[src/rtl/mac_row_ctrl_pkg.sv]
// Shared definitions for the FP16 MAC row sequencer: FSM states, default lane
// count and accumulator-source select encodings.
package mac_row_ctrl_pkg;

    localparam int unsigned NUM_PE_DEF = 4;

    localparam logic ACC_SRC_BIAS = 1'b0;
    localparam logic ACC_SRC_FB   = 1'b1;

    typedef enum logic [2:0] {
        S_IDLE,
        S_LOAD,
        S_EXEC,
        S_DRAIN,
        S_DONE
    } state_t;

endpackage

[src/rtl/mac_skew_pipe.sv]
// Delay line of DEPTH stages, WIDTH bits each; tap j is the input delayed j+1 cycles.
module mac_skew_pipe #(
    parameter int unsigned WIDTH = 1,
    parameter int unsigned DEPTH = 3
) (
    input  logic                   clk,
    input  logic                   rst,
    input  logic                   flush_i,
    input  logic [WIDTH-1:0]       din_i,
    output logic [DEPTH*WIDTH-1:0] taps_o
);

    logic [DEPTH-1:0][WIDTH-1:0] stage_q;

    always_ff @(posedge clk or posedge rst) begin
        if (rst) begin
            stage_q <= '0;
        end else if (flush_i) begin
            stage_q <= '0;
        end else begin
            stage_q[0] <= din_i;
            for (int unsigned j = 1; j < DEPTH; j++) begin
                stage_q[j] <= stage_q[j-1];
            end
        end
    end

    assign taps_o = stage_q;

endmodule

[src/rtl/mac_row_ctrl.sv]
// K-step dot-product sequencer for a row of FP16 MAC PEs with one-cycle-per-lane
// systolic skew of every enable field.
module mac_row_ctrl
    import mac_row_ctrl_pkg::*;
#(
    parameter int unsigned NUM_PE = NUM_PE_DEF,
    parameter int unsigned K_W    = 8
) (
    input  logic              clk,
    input  logic              rst,
    input  logic              start,
    input  logic [K_W-1:0]    k_len,
    input  logic              abort,
    input  logic              op_valid,
    output logic              op_ready,
    output logic [NUM_PE-1:0] ld_en,
    output logic [NUM_PE-1:0] add_sel,
    output logic [NUM_PE-1:0] mul_en,
    output logic [NUM_PE-1:0] add_en,
    output logic              busy,
    output logic              done,
    output logic [K_W-1:0]    step_cnt
);

    localparam int unsigned DW = (NUM_PE > 2) ? $clog2(NUM_PE - 1) : 1;
    localparam logic [DW-1:0]  DRAIN_LAST = DW'(NUM_PE - 2);
    localparam logic [K_W-1:0] STEP_ONE   = K_W'(1);

    state_t         state_q;
    logic [K_W-1:0] step_cnt_q;
    logic [K_W-1:0] k_len_q;
    logic [DW-1:0]  drain_cnt_q;
    logic           busy_q;
    logic           done_q;

    logic ld0, sel0, mul0, add0;
    logic [NUM_PE-2:0] ld_tap, sel_tap, mul_tap, add_tap;

    always_ff @(posedge clk or posedge rst) begin
        if (rst) begin
            state_q     <= S_IDLE;
            step_cnt_q  <= '0;
            k_len_q     <= '0;
            drain_cnt_q <= '0;
            busy_q      <= 1'b0;
            done_q      <= 1'b0;
        end else if (abort) begin
            // Also covers IDLE, so start+abort there is dropped.
            state_q <= S_IDLE;
            busy_q  <= 1'b0;
            done_q  <= 1'b0;
        end else begin
            case (state_q)
                S_IDLE: begin
                    done_q <= 1'b0;
                    if (start) begin
                        busy_q <= 1'b1;
                        if (k_len != '0) begin
                            k_len_q    <= k_len;
                            step_cnt_q <= '0;
                            state_q    <= S_LOAD;
                        end else begin
                            state_q <= S_DONE;
                            done_q  <= 1'b1;
                        end
                    end
                end
                S_LOAD: begin
                    if (op_valid) state_q <= S_EXEC;
                end
                S_EXEC: begin
                    step_cnt_q <= step_cnt_q + STEP_ONE;
                    if (step_cnt_q + STEP_ONE == k_len_q) begin
                        state_q     <= S_DRAIN;
                        drain_cnt_q <= '0;
                    end else begin
                        state_q <= S_LOAD;
                    end
                end
                S_DRAIN: begin
                    // Last lane's final add_en issues NUM_PE-1 cycles after lane 0's.
                    if (drain_cnt_q == DRAIN_LAST) begin
                        state_q <= S_DONE;
                        done_q  <= 1'b1;
                    end else begin
                        drain_cnt_q <= drain_cnt_q + DW'(1);
                    end
                end
                S_DONE: begin
                    state_q <= S_IDLE;
                    busy_q  <= 1'b0;
                    done_q  <= 1'b0;
                end
                default: state_q <= S_IDLE;
            endcase
        end
    end

    assign ld0  = (state_q == S_LOAD) && op_valid;
    assign sel0 = (ld0 && (step_cnt_q != '0)) ? ACC_SRC_FB : ACC_SRC_BIAS;
    assign mul0 = (state_q == S_EXEC);
    assign add0 = (state_q == S_EXEC);

    mac_skew_pipe #(.WIDTH(1), .DEPTH(NUM_PE - 1)) u_ld_pipe (
        .clk(clk), .rst(rst), .flush_i(abort), .din_i(ld0), .taps_o(ld_tap)
    );
    mac_skew_pipe #(.WIDTH(1), .DEPTH(NUM_PE - 1)) u_sel_pipe (
        .clk(clk), .rst(rst), .flush_i(abort), .din_i(sel0), .taps_o(sel_tap)
    );
    mac_skew_pipe #(.WIDTH(1), .DEPTH(NUM_PE - 1)) u_mul_pipe (
        .clk(clk), .rst(rst), .flush_i(abort), .din_i(mul0), .taps_o(mul_tap)
    );
    mac_skew_pipe #(.WIDTH(1), .DEPTH(NUM_PE - 1)) u_add_pipe (
        .clk(clk), .rst(rst), .flush_i(abort), .din_i(add0), .taps_o(add_tap)
    );

    assign ld_en    = {ld_tap, ld0};
    assign add_sel  = {sel_tap, sel0};
    assign mul_en   = {mul_tap, mul0};
    assign add_en   = {add_tap, add0};
    assign op_ready = (state_q == S_LOAD);
    assign busy     = busy_q;
    assign done     = done_q;
    assign step_cnt = step_cnt_q;

endmodule

[config.mk]
export PLATFORM = sky130hd
export DESIGN_NAME = mac_row_ctrl
export DESIGN_NICKNAME = d
export VERILOG_FILES = /design/src/rtl/mac_row_ctrl_pkg.sv /design/src/rtl/mac_skew_pipe.sv /design/src/rtl/mac_row_ctrl.sv
export SDC_FILE = /design/constraint.sdc
export NUM_CORES = 1
export LEC_CHECK = 0
export CORE_MARGIN = 8
export CORE_UTILIZATION = 50
export CTS_CLUSTER_DIAMETER = 200
export CTS_CLUSTER_SIZE = 16
export DETAILED_ROUTE_END_ITERATION = 8
export PLACE_DENSITY = 0.8
export SKIP_CTS_REPAIR_TIMING = 1
export SLEW_MARGIN = 20
export SYNTH_ARGS = -nofsm -noshare
export SYNTH_HDL_FRONTEND = slang
export SYNTH_SLANG_ARGS = --single-unit
export TNS_END_PERCENT = 5
[constraint.sdc]
create_clock -name clk -period 2.29 [get_ports clk]
set_input_delay 0.458 -clock clk [delete_from_list [all_inputs] [get_ports clk]]
set_output_delay 0.458 -clock clk [all_outputs]
set_load 0.1 [all_outputs]
======== Word level (Yosys, flattened, before mapping) ========
Cells that the tools add are included.
word-level totals
  register bits after elaboration ......... 35
  latch bits .............................. 0
  RAM bits ................................ 0
  bits in read-only memories .............. 0
  output and inout bits ................... 27
  word-level logic and storage cells ...... 75
  memories ................................ 0
operators by class
  add/subtract/negate cells ............... 2
  $mul .................................... 0
  div/mod/pow operators ................... 0
  order comparisons ....................... 0
  eq/ne operators ......................... 13
  shift operators ......................... 0
  multiplexer cells ....................... 26
  bitwise logic cells ..................... 1
  reductions and logical operators ........ 15
operator list
  cell                                           count
  two-way mux 3 bit                              9
  two-way mux 8 bit                              2
  case mux 8 bit (2 select lines)                1
  nonzero test 8 bit                             2
  case mux 3 bit (4 select lines)                1
  AND reduction 4 bit                            3
  inequality test 3 bit, second input constant   3
  adder 8 x 1 -> 8 bit, second input constant    1
  == test 8 bit                                  1
  inequality test 2 bit, second input constant   4
  two-way mux 1 bit                              7
  == test 3 x 2 -> 1 bit, second input constant  2
  two-way mux 2 bit                              3
  case mux 2 bit (2 select lines)                1
  AND reduction 2 bit                            2
  nonzero test 2 bit                             2
  nonzero test 4 bit                             1
  == test 3 x 1 -> 1 bit, second input constant  1
  == test 3 bit, second input constant           1
  zero test 3 bit                                1
  case mux 1 bit (3 select lines)                1
  AND reduction 3 bit                            1
  nonzero test 3 bit                             1
  adder 2 x 1 -> 2 bit, second input constant    1
  4 further kinds                                5

======== Depth between registers and ports, before layout ========
Gate-level depths: netlist of run 1.
  word-level depth ........................ 5
  depth in mapped cells ................... 8
  depth with buffers taken out ............ 7

======== By module ========
A second synthesis of run 1 with hierarchy kept.
unflattened totals
  cells, all modules ...................... 176
  area total of the unflattened synthesis .. 1834.3 µm²
modules (own cells, without submodules)
  module         times used  cells each  area each (µm²)  seq. area each (µm²)
  mac_row_ctrl   1           148         1443.9           575.6
  mac_skew_pipe  4           7           97.6             75.1

======== Worst setup path before layout of run 1 ========
OpenSTA, ideal clock, no wires.
  path type ............................... reg2out
  start point ............................. register state_q[2]
  end point ............................... output port add_sel[0]
  data arrival time ....................... 2.666 ns
  path slack .............................. -0.834 ns
  cell stages (with the launch flop) ...... 7
  path buffers ............................ 2
  path through ............................ dfrtp_1 -> buf_2 -> nand2b_1 -> nor2_1 -> nand2_1 -> a21oi_1 -> buf_4
between the ends
  word-level cells in the longest chain between the ends .. 4
ends and longest elaborated chain
  item                    line                 RTL
  start, declared         mac_row_ctrl.sv:29   state_t state_q;
  start signal, assigned  mac_row_ctrl.sv:41   state_q <= S_IDLE;
  start signal, assigned  mac_row_ctrl.sv:49   state_q <= S_IDLE;
  start signal, assigned  mac_row_ctrl.sv:61   state_q <= S_LOAD;
  == test 3 x 1 -> 1 bit  -
  via op_ready            mac_row_ctrl.sv:15   output logic op_ready,
  logical AND 1 bit       mac_row_ctrl.sv:99   assign ld0 = (state_q == S_LOAD) && op_valid;
  logical AND 1 bit       mac_row_ctrl.sv:100  assign sel0 = (ld0 && (step_cnt_q != '0)) ? ACC_SRC_FB : ACC_SRC_BIAS;
  two-way mux 1 bit       mac_row_ctrl.sv:100
  end, declared           mac_row_ctrl.sv:17   output logic [NUM_PE-1:0] add_sel,
The timed path passes the listed nets, and every way through them passes these cells.

======== Worst setup path in the final report of run 1 ========
  start point ............................. register step_cnt_q[0] (netlist: step_cnt[0])
  end point ............................... register state_q[1]
between the ends
  word-level cells in the longest chain between the ends .. 5
ends and longest elaborated chain
  item                             line                RTL
  start, declared                  mac_row_ctrl.sv:30  logic [K_W-1:0] step_cnt_q;
  start signal, assigned           mac_row_ctrl.sv:72  step_cnt_q <= step_cnt_q + STEP_ONE;
  adder 8 x 1 -> 8 bit             mac_row_ctrl.sv:73  if (step_cnt_q + STEP_ONE == k_len_q) begin
  == test 8 bit                    mac_row_ctrl.sv:73
  two-way mux 2 bit                mac_row_ctrl.sv:73
  case mux 3 bit (4 select lines)  mac_row_ctrl.sv:53  case (state_q)
  two-way mux 3 bit                mac_row_ctrl.sv:47  end else if (abort) begin
  end signal, assigned             mac_row_ctrl.sv:49
  end signal, assigned             mac_row_ctrl.sv:74  state_q <= S_DRAIN;
  end signal, assigned             mac_row_ctrl.sv:77  state_q <= S_LOAD;
No other way between the ends.
A chain may end at the register's enable or synchronous reset.

==> metrics.md, run 1 <==
| Metric | Value |
|---|---|
| Sum Neg Setup Slack | 0 ps |
| Per-instance average area after synthesis | about 9.6 um2 |
| Pwr per Cell Area | between 700 and 800 mW/mm2 |
| Number of search-and-repair iterations in the first detailed-routing pass | 4 |
| Commonest non-fill, non-tap cell in the layout | sky130_fd_sc_hd__buf_4 |
| Final Hold Fails | 0 |
| Final setup fails | 0 |
| Synthesis-to-layout area growth | 33.01% |
| Synthesized netlist net count | approximately 200 |
| Crit-path max FO | 8 |
| Leakage power | 1.082 nW |
| Routability-driven placement congestion ratio | 0.8498 |
| Post-synth ARST share | 1.000 |
| Clock transition at the register clock pins on the worst setup and hold paths after CTS | 110 ps |
| CTS H-tree depth | 2 |
| Post-detailed-route wirelength per cell | roughly 17 um |
| Fin area | between 0.002 and 0.0025 mm2 |
| CP Capture Type | flop |
| Commonest cells after routing, fill and taps aside | sky130_fd_sc_hd__buf_4 (36), sky130_fd_sc_hd__dfrtp_1 (28), sky130_fd_sc_hd__nand2_1 (14), sky130_fd_sc_hd__inv_1 (14), sky130_fd_sc_hd__o21ai_0 (14) |
| Pin count of the biggest net entering global routing | 33 |
| Maximum resistive drop on vdd | 432.4 uV |
| Maximum clock rate | approximately 470 MHz |
| Worst-margin pin slew | 463.5 ps |
| Antenna cell count | 0 |
| Number of nets in the final layout | about 250 |
| Layout cell share with drive strength beyond 1 | 0.2957 |
| Number of enable flip-flop cells after synthesis | 0 |
| Required time worst endpoint | about 2600 ps |
| Initial antenna violation count | 0 |
| Number of rows created at floorplan | 21 |
| Count of final max-slew check failures | 0 |
| Critical Path Start Type | flop |
| Number of buffers inserted during clock tree synthesis | 5 |
| Post-route DRC | 0 |
| Total number of vias | about 1600 |
| HPWL after detailed placement | 3.430 mm |
| Register area share after synthesis | 0.4504 |
| Congestion Overflow GR | 0 |
| First-pass GRT wire length | 7.452 mm |
| Kind of critical path | reg2reg |
| Flop and latch count out of synthesis | 32 |
| Result of the run | complete, no violations |
| Initial Utilization | 0.5245 |
| Area enclosed by the die boundary | 0.005720 mm2 |
| GRT Total Usage | 0.1757 |
| Clock sinks | 32 |
| Final antenna-violating net count | 0 |
| Clock tree from TritonCTS | done |
| Standard cell core area | approximately 0.0034 mm2 |
| IO Port Bufs | 39 |
| Clock latency on the worst-skew pair | between 300 and 400 ps |
| Chip height | roughly 76 um |
| DR vias/cell | just under 6 |
| Time the final worst path needs with I/O delays and setup | approximately 2100 ps |
| Unrepaired setup endpoints after global routing | yes |
| Vias in the first global route | about 1600 |
| Netlist area before placement | approximately 0.0018 mm2 |
| Final routed wirelength across all metal layers | ~4.7 mm |
| Synthesized instance count | between 150 and 200 |
| # IOs | 40 |
| Number of fill cells | 247 |
| Flip-flop cell with the highest count after synthesis | sky130_fd_sc_hd__dfrtp_1 |
| Worst slew margin relative to its limit | 0.6910 |
| Number of maximum-capacitance violations | 0 |
| Yosys warning total | 0 |
| Clock Root Buffer | sky130_fd_sc_hd__clkbuf_4 |
| Final critical-path share of the clock period | 0.9312 |
| Iteration-0 DRC Markers | between 150 and 200 |
| Unique masters post-synth | 44 |
| Area after detailed placement | around 0.0022 mm2 |
| CP Data Arrival Time | around 2400 ps |
| Layout Skew | between 10 and 15 ps |
| Worst hold-check path type | in2async |
| Max Buffers Root-to-Sink | 2 |
| Horizontal extent of the die | between 70 and 80 um |
per-stage QoR:
stage          cells  total power [mW]  worst slack [ps]  hold slack, ps  utilization
2_1_floorplan    186             1.071            -12.12           485.4            -
3_3_place_gp     267             1.200             17.52           473.8       0.6582
3_5_place_dp     267             1.226            -74.00           486.1       0.6582
4_1_cts          275             1.719             68.60           507.8       0.6862
5_1_grt          276             1.818             1.130           533.7       0.6977
6_report         276             1.735             157.5           490.0       0.6977
metal layers:
| metal | GRT usage | part of all wire |
|---|---|---|
| met5 | 0 | 0 |
| met4 | 0.1194 | 0.042 |
| met3 | 0.02632 | 0.058 |
| met2 | 0.3106 | 0.51 |
| met1 | 0.1891 | 0.38 |
synth_stat cells, types with 3 or more instances:
cell type                   n  area [um2]
sky130_fd_sc_hd__nand3_1    6       30.03
sky130_fd_sc_hd__dfrtp_1   32       800.8
sky130_fd_sc_hd__xor2_1     3       26.28
sky130_fd_sc_hd__nand2b_1   3       18.77
sky130_fd_sc_hd__xnor2_1    5       43.79
sky130_fd_sc_hd__buf_4      7       52.55
sky130_fd_sc_hd__a22o_1     3       26.28
sky130_fd_sc_hd__nor2b_1    7       43.79
sky130_fd_sc_hd__nand2_1   14       52.55
sky130_fd_sc_hd__inv_1     14       52.55
sky130_fd_sc_hd__nor2_1    10       37.54
sky130_fd_sc_hd__o21ai_0   14       70.07
sky130_fd_sc_hd__ha_1       3       37.54
sky130_fd_sc_hd__a21oi_1    9       45.04
sky130_fd_sc_hd__nor3_1     3       15.01
sky130_fd_sc_hd__and3_1     3       18.77
sky130_fd_sc_hd__mux2_2     6       67.56
sky130_fd_sc_hd__buf_2      8       40.04
path summary, 6_finish.rpt:
check | startpoint | endpoint | slack [ps] | depth (start not counted)
max reg2reg | step_cnt[0] | state_q[1] | 160 | 7
min reg2reg | u_sel_pipe.taps_o[0] | u_sel_pipe.taps_o[1] | 510 | 1
max in group asynchronous | rst | step_cnt[0] | 1470 | 3
max | step_cnt[0] | state_q[1] | 160 | 7
min | rst | u_ld_pipe.taps_o[0] | 490 | 3
min in group clk | u_sel_pipe.taps_o[0] | u_sel_pipe.taps_o[1] | 510 | 1
power breakdown:
group	internal, mW	switching, mW	leakage (nW)	total [mW]
combinational	0.210	0.327	0.613	0.537
clock	0.290	0.208	0.0515	0.498
sequential	0.632	0.0680	0.417	0.700
critical path, cell delays in order, from the launching register on:
cell and delay (ps):
sky130_fd_sc_hd__dfrtp_2 450, sky130_fd_sc_hd__ha_1 350, sky130_fd_sc_hd__and3_1 310, sky130_fd_sc_hd__a21oi_1 110, sky130_fd_sc_hd__a311oi_2 280, sky130_fd_sc_hd__nor4b_4 310, sky130_fd_sc_hd__buf_4 160, sky130_fd_sc_hd__o2bb2ai_1 100
area by class of cell:
| class | count | area [um2] | share of cell area |
|---|---|---|---|
| Tap cell | 46 | 57.56 | 0.02434 |
| Inverter | 15 | 56.30 | 0.02381 |
| Sequential cell | 32 | 805.8 | 0.3407 |
| Multi-Input combinational cell | 122 | 859.6 | 0.3635 |
| Clock inverter | 1 | 30.03 | 0.01270 |
| Timing Repair Buffer | 53 | 490.5 | 0.2074 |
| Clock buffer | 7 | 65.06 | 0.02751 |
logic make-up (layout without fill, tap and decap cells):
family	Yosys count	in the layout	synth area share
simple gates	59	59	0.1830
buf+inv	32	76	0.08797
fa+ha+maj	3	3	0.02111
flops	32	32	0.4504
xor+xnor	8	8	0.03941
mux	6	6	0.03800
compound gates	46	46	0.1802
flip-flops by register name, indices dropped and copies added, names as in the netlist:
signal and count:
k_len_q 8, step_cnt 8, state_q 3, u_add_pipe.taps_o 3, u_ld_pipe.taps_o 3, u_sel_pipe.taps_o 3, drain_cnt_q 2, busy 1
done 1
(Power assumes the default switching activity.)
==> inputs of run 2 (changes only) <==
- ABC_CLOCK_PERIOD_IN_PS: not set -> 2290
==> results of run 2 <==
Final layout, timing and power as in run 1 (identical DEF).
